[src/rtl/credits_rotator_if.sv]
// Control and display bundle for credits_rotator.
// The master drives enable, entry table and buttons; the slave returns the registered display outputs.
interface credits_rotator_if #(
    parameter int NUM_ENTRIES = 3,
    parameter int CHAR_W      = 5
);
    logic                            active;
    logic [NUM_ENTRIES*4*CHAR_W-1:0] entry_table;
    logic                            btn_next;
    logic                            btn_prev;
    logic                            btn_pause;
    logic [15:0]                     led;
    logic [4*CHAR_W-1:0]             seg_data;
    logic [3:0]                      dp_data;
    logic [2:0]                      entry_idx;

    modport master (
        output active, entry_table, btn_next, btn_prev, btn_pause,
        input  led, seg_data, dp_data, entry_idx
    );

    modport slave (
        input  active, entry_table, btn_next, btn_prev, btn_pause,
        output led, seg_data, dp_data, entry_idx
    );
endinterface

[src/rtl/credits_rotator.sv]
// Cycles through NUM_ENTRIES four-character entries, DWELL_CYCLES clocks each, with pause and manual stepping.
// Define CREDITS_PROGRESS_EN to turn the LEDs into a dwell-progress thermometer bar.
module credits_rotator #(
    parameter int NUM_ENTRIES  = 3,
    parameter int DWELL_CYCLES = 300_000_000,
    parameter int CHAR_W       = 5
) (
    input  logic              clk,
    input  logic              reset,
    credits_rotator_if.slave  bus
);
    localparam int             ENTRY_W    = 4 * CHAR_W;
    localparam logic [28:0]    DWELL_LAST = 29'(DWELL_CYCLES - 1);
    localparam logic [2:0]     IDX_LAST   = 3'(NUM_ENTRIES - 1);

    generate
        if (NUM_ENTRIES < 2 || NUM_ENTRIES > 8) begin : g_bad_entries
            $error("credits_rotator: NUM_ENTRIES must be 2..8");
        end
        if (DWELL_CYCLES < 16 || DWELL_CYCLES > 536870911 || (DWELL_CYCLES % 16) != 0) begin : g_bad_dwell
            $error("credits_rotator: DWELL_CYCLES must be 16..2^29-1 and a multiple of 16");
        end
        if (CHAR_W < 1) begin : g_bad_char
            $error("credits_rotator: CHAR_W must be at least 1");
        end
    endgenerate

    typedef enum logic [1:0] {IDLE, SHOW, PAUSED} state_t;

    state_t               state_reg, state_next;
    logic [2:0]           idx_reg, idx_next;
    logic [28:0]          cnt_reg, cnt_next;
    logic [15:0]          led_reg, led_next;
    logic [ENTRY_W-1:0]   seg_reg, seg_next;
    logic [3:0]           dp_reg, dp_next;
    logic                 restart, tick;

    // Padded to 8 so the 3-bit index always selects a defined slot.
    logic [ENTRY_W-1:0]   entries [8];

    genvar gi;
    generate
        for (gi = 0; gi < 8; gi++) begin : g_entries
            if (gi < NUM_ENTRIES) begin : g_used
                assign entries[gi] = bus.entry_table[gi*ENTRY_W +: ENTRY_W];
            end else begin : g_unused
                assign entries[gi] = '0;
            end
        end
    endgenerate

    always_comb begin
        logic step_fwd, step_back, expired;
        logic [2:0] idx_inc, idx_dec;
        state_next = state_reg;
        idx_next   = idx_reg;
        cnt_next   = cnt_reg;
        restart    = 1'b0;
        tick       = 1'b0;
        step_fwd   = bus.btn_next & ~bus.btn_prev;
        step_back  = bus.btn_prev & ~bus.btn_next;
        expired    = (state_reg == SHOW) && (cnt_reg == DWELL_LAST);
        idx_inc    = (idx_reg == IDX_LAST) ? 3'd0 : idx_reg + 3'd1;
        idx_dec    = (idx_reg == 3'd0) ? IDX_LAST : idx_reg - 3'd1;
        if (!bus.active) begin
            state_next = IDLE;
            idx_next   = 3'd0;
            cnt_next   = '0;
            restart    = 1'b1;
        end else if (state_reg == IDLE) begin
            state_next = SHOW;
        end else begin
            // A button step overrides a coinciding expiry rather than stacking with it.
            if (step_back) begin
                idx_next = idx_dec;
                cnt_next = '0;
                restart  = 1'b1;
            end else if (step_fwd || expired) begin
                idx_next = idx_inc;
                cnt_next = '0;
                restart  = 1'b1;
            end else if (state_reg == SHOW) begin
                cnt_next = cnt_reg + 29'd1;
                tick     = 1'b1;
            end
            if (bus.btn_pause) begin
                state_next = (state_reg == SHOW) ? PAUSED : SHOW;
            end
        end
    end

    always_comb begin
        seg_next = entries[idx_next];
        case (state_next)
            SHOW:    dp_next = 4'b1000;
            PAUSED:  dp_next = 4'b1001;
            default: dp_next = 4'b0000;
        endcase
    end

`ifdef CREDITS_PROGRESS_EN
    localparam logic [24:0] SUB_LAST = 25'(DWELL_CYCLES / 16 - 1);

    logic [24:0] sub_reg, sub_next;
    logic [3:0]  prog_reg, prog_next;

    always_comb begin
        sub_next  = sub_reg;
        prog_next = prog_reg;
        if (restart) begin
            sub_next  = '0;
            prog_next = '0;
        end else if (tick) begin
            if (sub_reg == SUB_LAST) begin
                sub_next  = '0;
                prog_next = prog_reg + 4'd1;
            end else begin
                sub_next = sub_reg + 25'd1;
            end
        end
    end

    generate
        for (gi = 0; gi < 16; gi++) begin : g_led_bar
            assign led_next[gi] = (state_next != IDLE) && (4'(gi) <= prog_next);
        end
    endgenerate

    always_ff @(posedge clk) begin
        if (reset) begin
            sub_reg  <= '0;
            prog_reg <= '0;
        end else begin
            sub_reg  <= sub_next;
            prog_reg <= prog_next;
        end
    end
`else
    generate
        for (gi = 0; gi < 16; gi++) begin : g_led_onehot
            if (gi < 8) begin : g_live
                assign led_next[gi] = (state_next != IDLE) && (idx_next == 3'(gi));
            end else begin : g_dark
                assign led_next[gi] = 1'b0;
            end
        end
    endgenerate
`endif

    always_ff @(posedge clk) begin
        if (reset) begin
            state_reg <= IDLE;
            idx_reg   <= 3'd0;
            cnt_reg   <= '0;
            led_reg   <= '0;
            seg_reg   <= entries[0];
            dp_reg    <= 4'b0000;
        end else begin
            state_reg <= state_next;
            idx_reg   <= idx_next;
            cnt_reg   <= cnt_next;
            led_reg   <= led_next;
            seg_reg   <= seg_next;
            dp_reg    <= dp_next;
        end
    end

    assign bus.led       = led_reg;
    assign bus.seg_data  = seg_reg;
    assign bus.dp_data   = dp_reg;
    assign bus.entry_idx = idx_reg;
endmodule

[src/flat_wrapper.sv]
// flat-port wrapper written by rule: the top's interface ports become plain ports
module credits_rotator_flat 
#(
    parameter int NUM_ENTRIES  = 3,
    parameter int DWELL_CYCLES = 300_000_000,
    parameter int CHAR_W       = 5
)
  (clk, reset, bus_active, bus_entry_table, bus_btn_next, bus_btn_prev, bus_btn_pause, bus_led, bus_seg_data, bus_dp_data, bus_entry_idx);
  credits_rotator_if #(.NUM_ENTRIES(NUM_ENTRIES), .CHAR_W(CHAR_W)) bus_i ();
  input  logic clk;
  input  logic reset;
  input wire logic [$bits(bus_i.active)-1:0] bus_active;
  input wire logic [$bits(bus_i.entry_table)-1:0] bus_entry_table;
  input wire logic [$bits(bus_i.btn_next)-1:0] bus_btn_next;
  input wire logic [$bits(bus_i.btn_prev)-1:0] bus_btn_prev;
  input wire logic [$bits(bus_i.btn_pause)-1:0] bus_btn_pause;
  output wire logic [$bits(bus_i.led)-1:0] bus_led;
  output wire logic [$bits(bus_i.seg_data)-1:0] bus_seg_data;
  output wire logic [$bits(bus_i.dp_data)-1:0] bus_dp_data;
  output wire logic [$bits(bus_i.entry_idx)-1:0] bus_entry_idx;
  assign bus_i.active = bus_active;
  assign bus_i.entry_table = bus_entry_table;
  assign bus_i.btn_next = bus_btn_next;
  assign bus_i.btn_prev = bus_btn_prev;
  assign bus_i.btn_pause = bus_btn_pause;
  assign bus_led = bus_i.led;
  assign bus_seg_data = bus_i.seg_data;
  assign bus_dp_data = bus_i.dp_data;
  assign bus_entry_idx = bus_i.entry_idx;
  credits_rotator #(.NUM_ENTRIES(NUM_ENTRIES), .DWELL_CYCLES(DWELL_CYCLES), .CHAR_W(CHAR_W)) u_core (.clk(clk), .reset(reset), .bus(bus_i));
endmodule
[config.mk]
export PLATFORM = sky130hd
export DESIGN_NAME = credits_rotator_flat
export DESIGN_NICKNAME = d
export VERILOG_FILES = /design/src/rtl/credits_rotator_if.sv /design/src/rtl/credits_rotator.sv /design/src/flat_wrapper.sv
export SDC_FILE = /design/constraint.sdc
export NUM_CORES = 1
export LEC_CHECK = 0
export BUFFER_PORTS_ARGS = -buffer_cell sky130_fd_sc_hd__buf_2
export CORE_UTILIZATION = 51
export CTS_BUF_LIST = sky130_fd_sc_hd__clkbuf_4
export CTS_CLUSTER_DIAMETER = 40
export DETAILED_ROUTE_END_ITERATION = 10
export GPL_TIMING_DRIVEN = 0
export PLACE_DENSITY = 0.88
export SETUP_SLACK_MARGIN = 0.15
export SYNTH_ARGS = -nofsm -noshare
export SYNTH_HDL_FRONTEND = slang
export SYNTH_SLANG_ARGS = --single-unit
[constraint.sdc]
create_clock -name clk -period 7.04 [get_ports clk]
set_clock_uncertainty 0.15 [all_clocks]
set_input_delay 0.704 -clock clk [delete_from_list [all_inputs] [get_ports clk]]
set_output_delay 0.704 -clock clk [all_outputs]
set_load 0.02 [all_outputs]
======== Word-level counts from Yosys, hierarchy flattened ========
Cells that the tools add are included.
W data, S select, Z words.
word-level totals
  register bits ........................... 74
  output and inout port bits .............. 43
  word-level logic and storage cells ...... 65
operators by class
  $add $sub $neg .......................... 3
  magnitude comparators ................... 1
  equal/unequal tests ..................... 12
  mux-type cells .......................... 18
  bitwise gates (word level) .............. 7
  reductions and logical operators ........ 17
operator list
  kind                     count
  $mux W29                 3
  $bmux W20 S3             1
  $mux W20                 3
  $add A29 B1 Y29 const B  1
  $eq A29 B29 Y1 const B   1
  $mux W3                  6
  $eq A3 B3 Y1 const B     4
  $eq A3 B2 Y1 const B     3
  $logic_and A1 B1 Y1      9
  $mux W2                  4
  $pmux W4 S2              1
  $logic_not A3 Y1         2
  $eq A2 B1 Y1 const B     2
  $ge A4 B4 Y1 const B     1
  $not A1 Y1               4
  $not A3 Y4               1
  $add A3 B1 Y3 const B    1
  $eq A3 B1 Y1 const B     1
  $reduce_bool A3 Y1       1
  $sub A3 B1 Y3 const B    1
  $and A1 B1 Y1            2
  $eq A2 B2 Y1 const B     1
  $logic_not A2 Y1         1
  $reduce_and A2 Y1        1
  3 further kinds          3

======== Longest topological paths before layout ========
Gate-level depths: netlist of run 1.
  word-level depth ........................ 12
  depth in mapped cells ................... 11

======== Worst setup path before layout of run 1 ========
No wires, ideal clock.
  kind .................................... input port to flip-flop
  start point ............................. input port bus_btn_next
  end point ............................... register u_core.seg_reg[18] (netlist: u_core.bus.seg_data[18])
  library setup time ...................... 0.122 ns
  arrival ................................. 2.603 ns
  required time ........................... 6.768 ns
  setup slack ............................. 4.165 ns
  cell stages on the path ................. 9
  path buffers ............................ 2
  cells stage by stage .................... nand2b_1 > clkbuf_1 > nor3b_1 > a2111oi_1 > mux2_2 > buf_2 > nor2_4 > and3_1 > o311a_1
between the ends
  cells in the longest elaborated chain, start to end .. 11
  elaborated cells on any way between the ends .. 13
RTL lines
  what                                           RTL line                text
  start, declared                                flat_wrapper.sv:14      input wire logic [$bits(bus_i.btn_next)-1:0] bus_btn_next;
  $and A1 B1 Y1                                  credits_rotator.sv:60   step_fwd = bus.btn_next & ~bus.btn_prev;
  $logic_or A1 B1 Y1                             credits_rotator.sv:78   end else if (step_fwd || expired) begin
  $mux W3                                        credits_rotator.sv:78
  $mux W3 *                                      credits_rotator.sv:74   if (step_back) begin
  $mux W3 *                                      credits_rotator.sv:70   end else if (state_reg == IDLE) begin
  $mux W3 *                                      credits_rotator.sv:65   if (!bus.active) begin
  $not A3 Y4 (implied by the code) *             credits_rotator.sv:93   seg_next = entries[idx_next];
  $bmux W20 S3 *                                 credits_rotator.sv:93
  $mux W20 (implied by the code) * (2 in a row)  credits_rotator.sv:93
  $mux W20 *                                     credits_rotator.sv:151  if (reset) begin
  end signal, assigned                           credits_rotator.sv:156  seg_reg <= entries[0];
  end signal, assigned                           credits_rotator.sv:163  seg_reg <= seg_next;
  end, declared                                  credits_rotator.sv:34   logic [ENTRY_W-1:0] seg_reg, seg_next;
Every way passes the cells marked *; elsewhere a longest branch is shown, timed or not. The select of a mux whose other input is x is not followed.
A chain may end at the register's enable or synchronous reset.

======== Worst setup path after layout of run 1 ========
  start point ............................. register u_core.cnt_reg[0]
  end point ............................... register u_core.seg_reg[3] (netlist: u_core.bus.seg_data[3])
between the ends
  cells in the longest elaborated chain, start to end .. 12
RTL lines
  what                                         RTL line                text
  start, declared                              credits_rotator.sv:32   logic [28:0] cnt_reg, cnt_next;
  start signal, assigned                       credits_rotator.sv:161  cnt_reg <= cnt_next;
  $eq A29 B29 Y1                               credits_rotator.sv:62   expired = (state_reg == SHOW) && (cnt_reg == DWELL_LAST);
  $logic_and A1 B1 Y1                          credits_rotator.sv:62
  $logic_or A1 B1 Y1                           credits_rotator.sv:78
  $mux W3                                      credits_rotator.sv:78
  $mux W3                                      credits_rotator.sv:74
  $mux W3                                      credits_rotator.sv:70
  $mux W3                                      credits_rotator.sv:65
  $not A3 Y4 (implied by the code)             credits_rotator.sv:93
  $bmux W20 S3                                 credits_rotator.sv:93
  $mux W20 (implied by the code) (2 in a row)  credits_rotator.sv:93
  $mux W20                                     credits_rotator.sv:151
No other way between the ends. The select of a mux whose other input is x is not followed.

==> results of run 1 <==
==> critical path, cell delays in order, from the launching register on <==
cell and delay, ns:
dfxtp_1 0.42, ha_1 0.32, nand4_1 0.22, nor4_4 0.42, nand4_2 0.26, o311ai_1 0.38, o211ai_1 0.21, or2_1 0.26
buf_2 0.16, buf_2 0.20, o311a_1 0.14
==> report_power, final <==
part | switching (uW) | internal, uW | total [uW] | leakage (uW)
Clock | 144 | 71.8 | 216 | 0.0000597
Sequential | 5.75 | 377 | 383 | 0.000524
Combinational | 91.4 | 59.5 | 151 | 0.00132
==> layout by cell type, fill, tap and decap left out, types with 4 or more instances in the layout <==
cell and count:
clkbuf_4 9, nand4_1 9, nor2b_1 7, or3_1 4
conb_1 10, a31oi_1 4, and4_1 5, xnor2_1 8
clkbuf_1 15, nand2b_1 26, ha_1 8, nand2_1 22
nor4_1 4, o311a_1 18, o21ai_0 26, buf_2 105
a21oi_1 27, dfxtp_1 64, nor3_1 7, nor2_1 37
buf_4 11, inv_1 11, xor2_1 13, and3_1 25
nand3_1 29, nor4_2 4
==> path summary, 6_finish.rpt <==
path | from | to | slack (ns) | cells past startpoint
worst max register to register | u_core.cnt_reg[0] | u_core.bus.seg_data[3] | 3.75 | 10
worst max-delay path | u_core.cnt_reg[0] | u_core.bus.seg_data[3] | 3.75 | 10
worst min register to register | u_core.cnt_reg[11] | u_core.cnt_reg[11] | 0.37 | 1
worst min-delay path | u_core.cnt_reg[11] | u_core.cnt_reg[11] | 0.37 | 1
==> cell type report <==
cell class | instances | share of cell area
Multi-Input combinational cell | 335 | 0.488
Sequential cell | 64 | 0.292
Timing Repair Buffer | 97 | 0.111
Buffer | 37 | 0.0450
Tap cell | 96 | 0.0273
Clock buffer | 9 | 0.0154
Inverter | 13 | 0.0111
Clock inverter | 7 | 0.0105
==> stage by stage <==
stage / worst slack, ns / std cells / hold WS (ns) / power [uW]
after floorplan: 4.16 / 449 / 0.312 / 486
after global routing: 3.61 / 658 / 0.395 / 778
after CTS: 3.79 / 658 / 0.361 / 746
after global placement: 3.78 / 642 / 0.325 / 534
final: 3.75 / 658 / 0.365 / 750
after detailed placement: 3.74 / 642 / 0.344 / 537
==> metal layers <==
layer  part of all wire  vias up  GRT usage  wire (um)
li1                   -     1796          -          -
met1               0.41     1805      0.315       4070
met2               0.49      216      0.449       4870
met3              0.076       32     0.0571        761
met4              0.032        0      0.142        323
met5                  0        -          0          0
==> cells by family (layout without fill, tap and decap cells) <==
family          after synthesis  after routing  share of synthesized area
compound gates               97             97                      0.179
flops                        64             64                      0.352
buf+inv                      50            163                     0.0677
other cells                   1             10                    0.00103
mux                           3              3                     0.0120
xor+xnor                     21             21                     0.0505
simple gates                196            196                      0.310
fa+ha+maj                     8              8                     0.0275
==> results.cfg, run 1 <==
[run_status]
status = complete, no violations

[routing]
dr.first_iter.drc_count = 303
ant_nets = 0
drc = 0
wire_per_inst_um = 15.2
drt-total-wl_um = 10000
viasPerCell = 5.85
vias = 3849
drtPass1Iterations = 5

[min_path]
min_path_type = reg2reg

[synthesis]
synth_area_leaders = dfxtp_1 35%, o311a_1 5.0%, nand2b_1 4.5%, and3_1 4.3%, nand3_1 4.0%
syn-cell-area_mm2 = 0.00364
ys_ff_latch = 64
yosysMostFrequentCell = dfxtp_1
synth_top_cell_by_area = dfxtp_1
synth_commonest_cells = 64 x dfxtp_1, 37 x nor2_1, 29 x nand3_1
avgSynthCellArea_um2 = 8.27
synth_top_area_frac = 0.352
ys_types = 62
syn_inst = 440
yosysSeqAreaShare = 0.352
yosysWarnings = 0
synthFlopType = dfxtp_1
synth-edff-count = 0
async_flop_share = 0

[sta]
tightest_slew_ns = 0.784
min_period_ns = 3.29
timing.fmax_ghz = 0.304
fin_crit_sh = 0.467
rsz0062_at_grt = no
hold_viol = 0
slew_violations = 0
maxSlewHeadroom = 0.476
finalSetupViolCount = 0
fin_setup_tns_ns = 0

[die]
die_area_mm2 = 0.00748
coreArea_mm2 = 0.00683
std_cell_rows = 30
start_util = 0.533
io_pins = 109
die_h_um = 86.5
die_w_um = 86.5

[clock_network]
clock-sinks = 64
cts_root_buf = clkbuf_4
cts_setup_buffers = 0
clockBufferDepth = 2
clk_latency_ns = 0.40
cts_buffers = 9
hold_buffers = 0
cts-htree-levels = 3
post_cts_resized = 0
cts_tree = yes
cts.clk_slew.worst_paths_ns = 0.12

[worst_setup_path]
cp.arrival_ns = 3.41
criticalPathCategory = reg2reg
critPathLaunchType = flop
path_max_fanout = 10
worst_ep_required_time_ns = 7.16
crit_path_end_kind = flop

[global_routing]
antenna_found_initial = 0
grt_pass1_vias = 3561
grt_pass1_wl_um = 15800
grt_overflow = 0
grt_max_degree = 13
grt.total_usage = 0.265

[finish]
layout.area.seq_mm2 = 0.00128
multi_input_area_mm2 = 0.00215
largest_register_ffs = 29
diodes = 0
fill_cells = 585
final_util = 0.643
drive_above_1_share = 0.270
synthToLayoutAreaGrowth_pct = 20.7
layout.nets = 631
stdcell_area_mm2 = 0.00439

[place]
gp_congestion = 0.877
port_buffers = 97
place_area_mm2 = 0.00428
hpwl_um = 7290

[pwr]
vdd_ir_drop_max_v = 0.000112
leakage_uw = 0.00190
pwr_density_cell_mw_per_mm2 = 171

[flow_run]
drv_cap = 0
No activity file was read; power rests on OpenSTA's default activity.
==> run 2: changes to the inputs <==
clock period = 3.06 ns   (was 7.04 ns; I/O delays follow)
==> results.cfg, run 2 (synthesized netlist as in run 1, its figures left out) <==
[sta]
worst_slack_ns = 0.151
maxSlewHeadroom = 0.446
min_period_ns = 2.91
fin_crit_sh = 0.951
hold_viol = 0
timing.fmax_ghz = 0.344
slew_violations = 0
tightest_slew_ns = 0.828
finalSetupViolCount = 0
rsz0062_at_grt = yes

[worst_setup_path]
cp_common_cell = buf_4
path_max_fanout = 7
criticalPathCategory = reg2reg
cp.arrival_ns = 3.11
cp_num_buf_inv = 5
slowest_stage = or4_4
r2r_slack_ns = 0.15
slowest_delay_ns = 0.54
critPathLaunchType = flop
crit_path_end_kind = flop
worst_ep_required_time_ns = 3.27
crit_chain = or4_4 -> nor4_4 -> buf_4 -> nand4_4 -> o311ai_4 -> o211ai_1 -> or2_1 -> buf_6 -> clkbuf_16 -> buf_4 -> inv_2
r2r_end = u_core.bus.entry_idx[2]
cp-startpoint = u_core.cnt_reg[17]
reg2reg_depth = 11
rr_startpoint = u_core.cnt_reg[17]
path_delay_family = simple AND/OR/NAND/NOR gates
crit_end = u_core.bus.entry_idx[2]
cp_num_cells = 11

[global_routing]
grt_pass1_wl_um = 16200
grt_pass1_vias = 3541
grt.total_usage = 0.272
antenna_found_initial = 0
grt_overflow = 0
grt_max_degree = 13

[die]
die_w_um = 86.5
coreArea_mm2 = 0.00683
start_util = 0.533
die_area_mm2 = 0.00748
die_h_um = 86.5
std_cell_rows = 30
io_pins = 109

[clock_network]
clock-sinks = 64
cts_buffers = 9
clockBufferDepth = 2
cts-htree-levels = 3
cts_tree = yes
clk_latency_ns = 0.40
cts.clk_slew.worst_paths_ns = 0.12
cts_root_buf = clkbuf_4

[routing]
drtPass1Iterations = 6
wire_per_inst_um = 16.2
vias = 3959
met2_length_um = 5450
met3_length_um = 812
drc = 0
highest_layer = met4
ant_nets = 0
drt-total-wl_um = 10900
viasPerCell = 5.91
wl_met1_um = 4200
dr.first_iter.drc_count = 397

[finish]
diodes = 0
largest_register_ffs = 29
synthToLayoutAreaGrowth_pct = 29.4
final_common_cell = buf_2
layout.nets = 643
drive_above_1_share = 0.328
mostFrequentLayoutCells = 98 x buf_2, 58 x dfxtp_1, 36 x nor2_1
final_util = 0.689

[place]
hpwl_um = 7290
gp_congestion = 0.877
port_buffers = 97
preCtsSetupSlack_ns = -0.114

[flow_run]
drv_cap = 0

[pwr]
vdd_ir_drop_max_v = 0.000282
pwr_density_cell_mw_per_mm2 = 373
leakage_uw = 0.00205

[min_path]
min_path_type = in2reg

[run_status]
status = complete, no violations
## run 2: metrics by stage
stage	hold WS (ns)	instance area, um2	std cells	power, uW	TNS (ns)
6_report	0.0176	4710	670	1750	0
3_3_place_gp	0.325	4280	642	1230	-0.369
4_1_cts	0.0169	4500	664	1720	0
5_1_grt	0.0329	4710	670	1820	0
2_1_floorplan	0.289	3670	449	1120	0
3_5_place_dp	0.344	4280	642	1240	-1.78
## run 2: area by class of cell
class                   count  area (um2)
plain buffers              36         253
clock buffers               9        67.6
clock inverters             7        46.3
fillers                   514        2120
inverters                  13        50.0
multi-input cells         335        2260
flip-flops and latches     64        1290
well taps                  96         120
repair buffers            110         624
## run 2: worst reg2reg max path, stage by stage, from the launching register on
cell       delay, ns
dfxtp_2         0.35
or4_4           0.54
nor4_4          0.24
buf_4           0.17
nand4_4         0.14
o311ai_4        0.31
o211ai_1        0.18
or2_1           0.29
buf_6           0.16
clkbuf_16       0.16
buf_4           0.14
inv_2           0.03
## run 2: repair_timing
| action | CTS | global route |
|---|---|---|
| hold buffers | 1 | 0 |
| setup endpoints to repair | 46 | 45 |
| cloned | 0 | 2 |
| setup buffers | 5 | 5 |
| pin swaps | 5 | 10 |
| gates resized for setup | 17 | 52 |
| hold endpoints to repair | 1 | 0 |
## run 2: power by group
group,switching (uW),internal [uW]
sequential,13.7,866
clock,332,165
combinational,223,153
total,569,1180
## run 2: routing by layer
metal  track usage  up-vias
li1              -     1831
met1         0.328     1835
met2         0.465      246
met3        0.0571       47
met4         0.127        0
met5             0        -
## run 2: worst min-delay path by stage
stage	cells after the start	startpoint	to	slack [ns]
CTS	3	bus_entry_table[4]	u_core.bus.seg_data[4]	0.02
global placement	2	u_core.cnt_reg[16]	u_core.cnt_reg[16]	0.32
global route	3	bus_entry_table[4]	u_core.bus.seg_data[4]	0.03
floorplan	2	bus_entry_table[6]	u_core.bus.seg_data[6]	0.29
detailed placement	1	u_core.cnt_reg[11]	u_core.cnt_reg[11]	0.34
finish	3	bus_entry_table[4]	u_core.bus.seg_data[4]	0.02
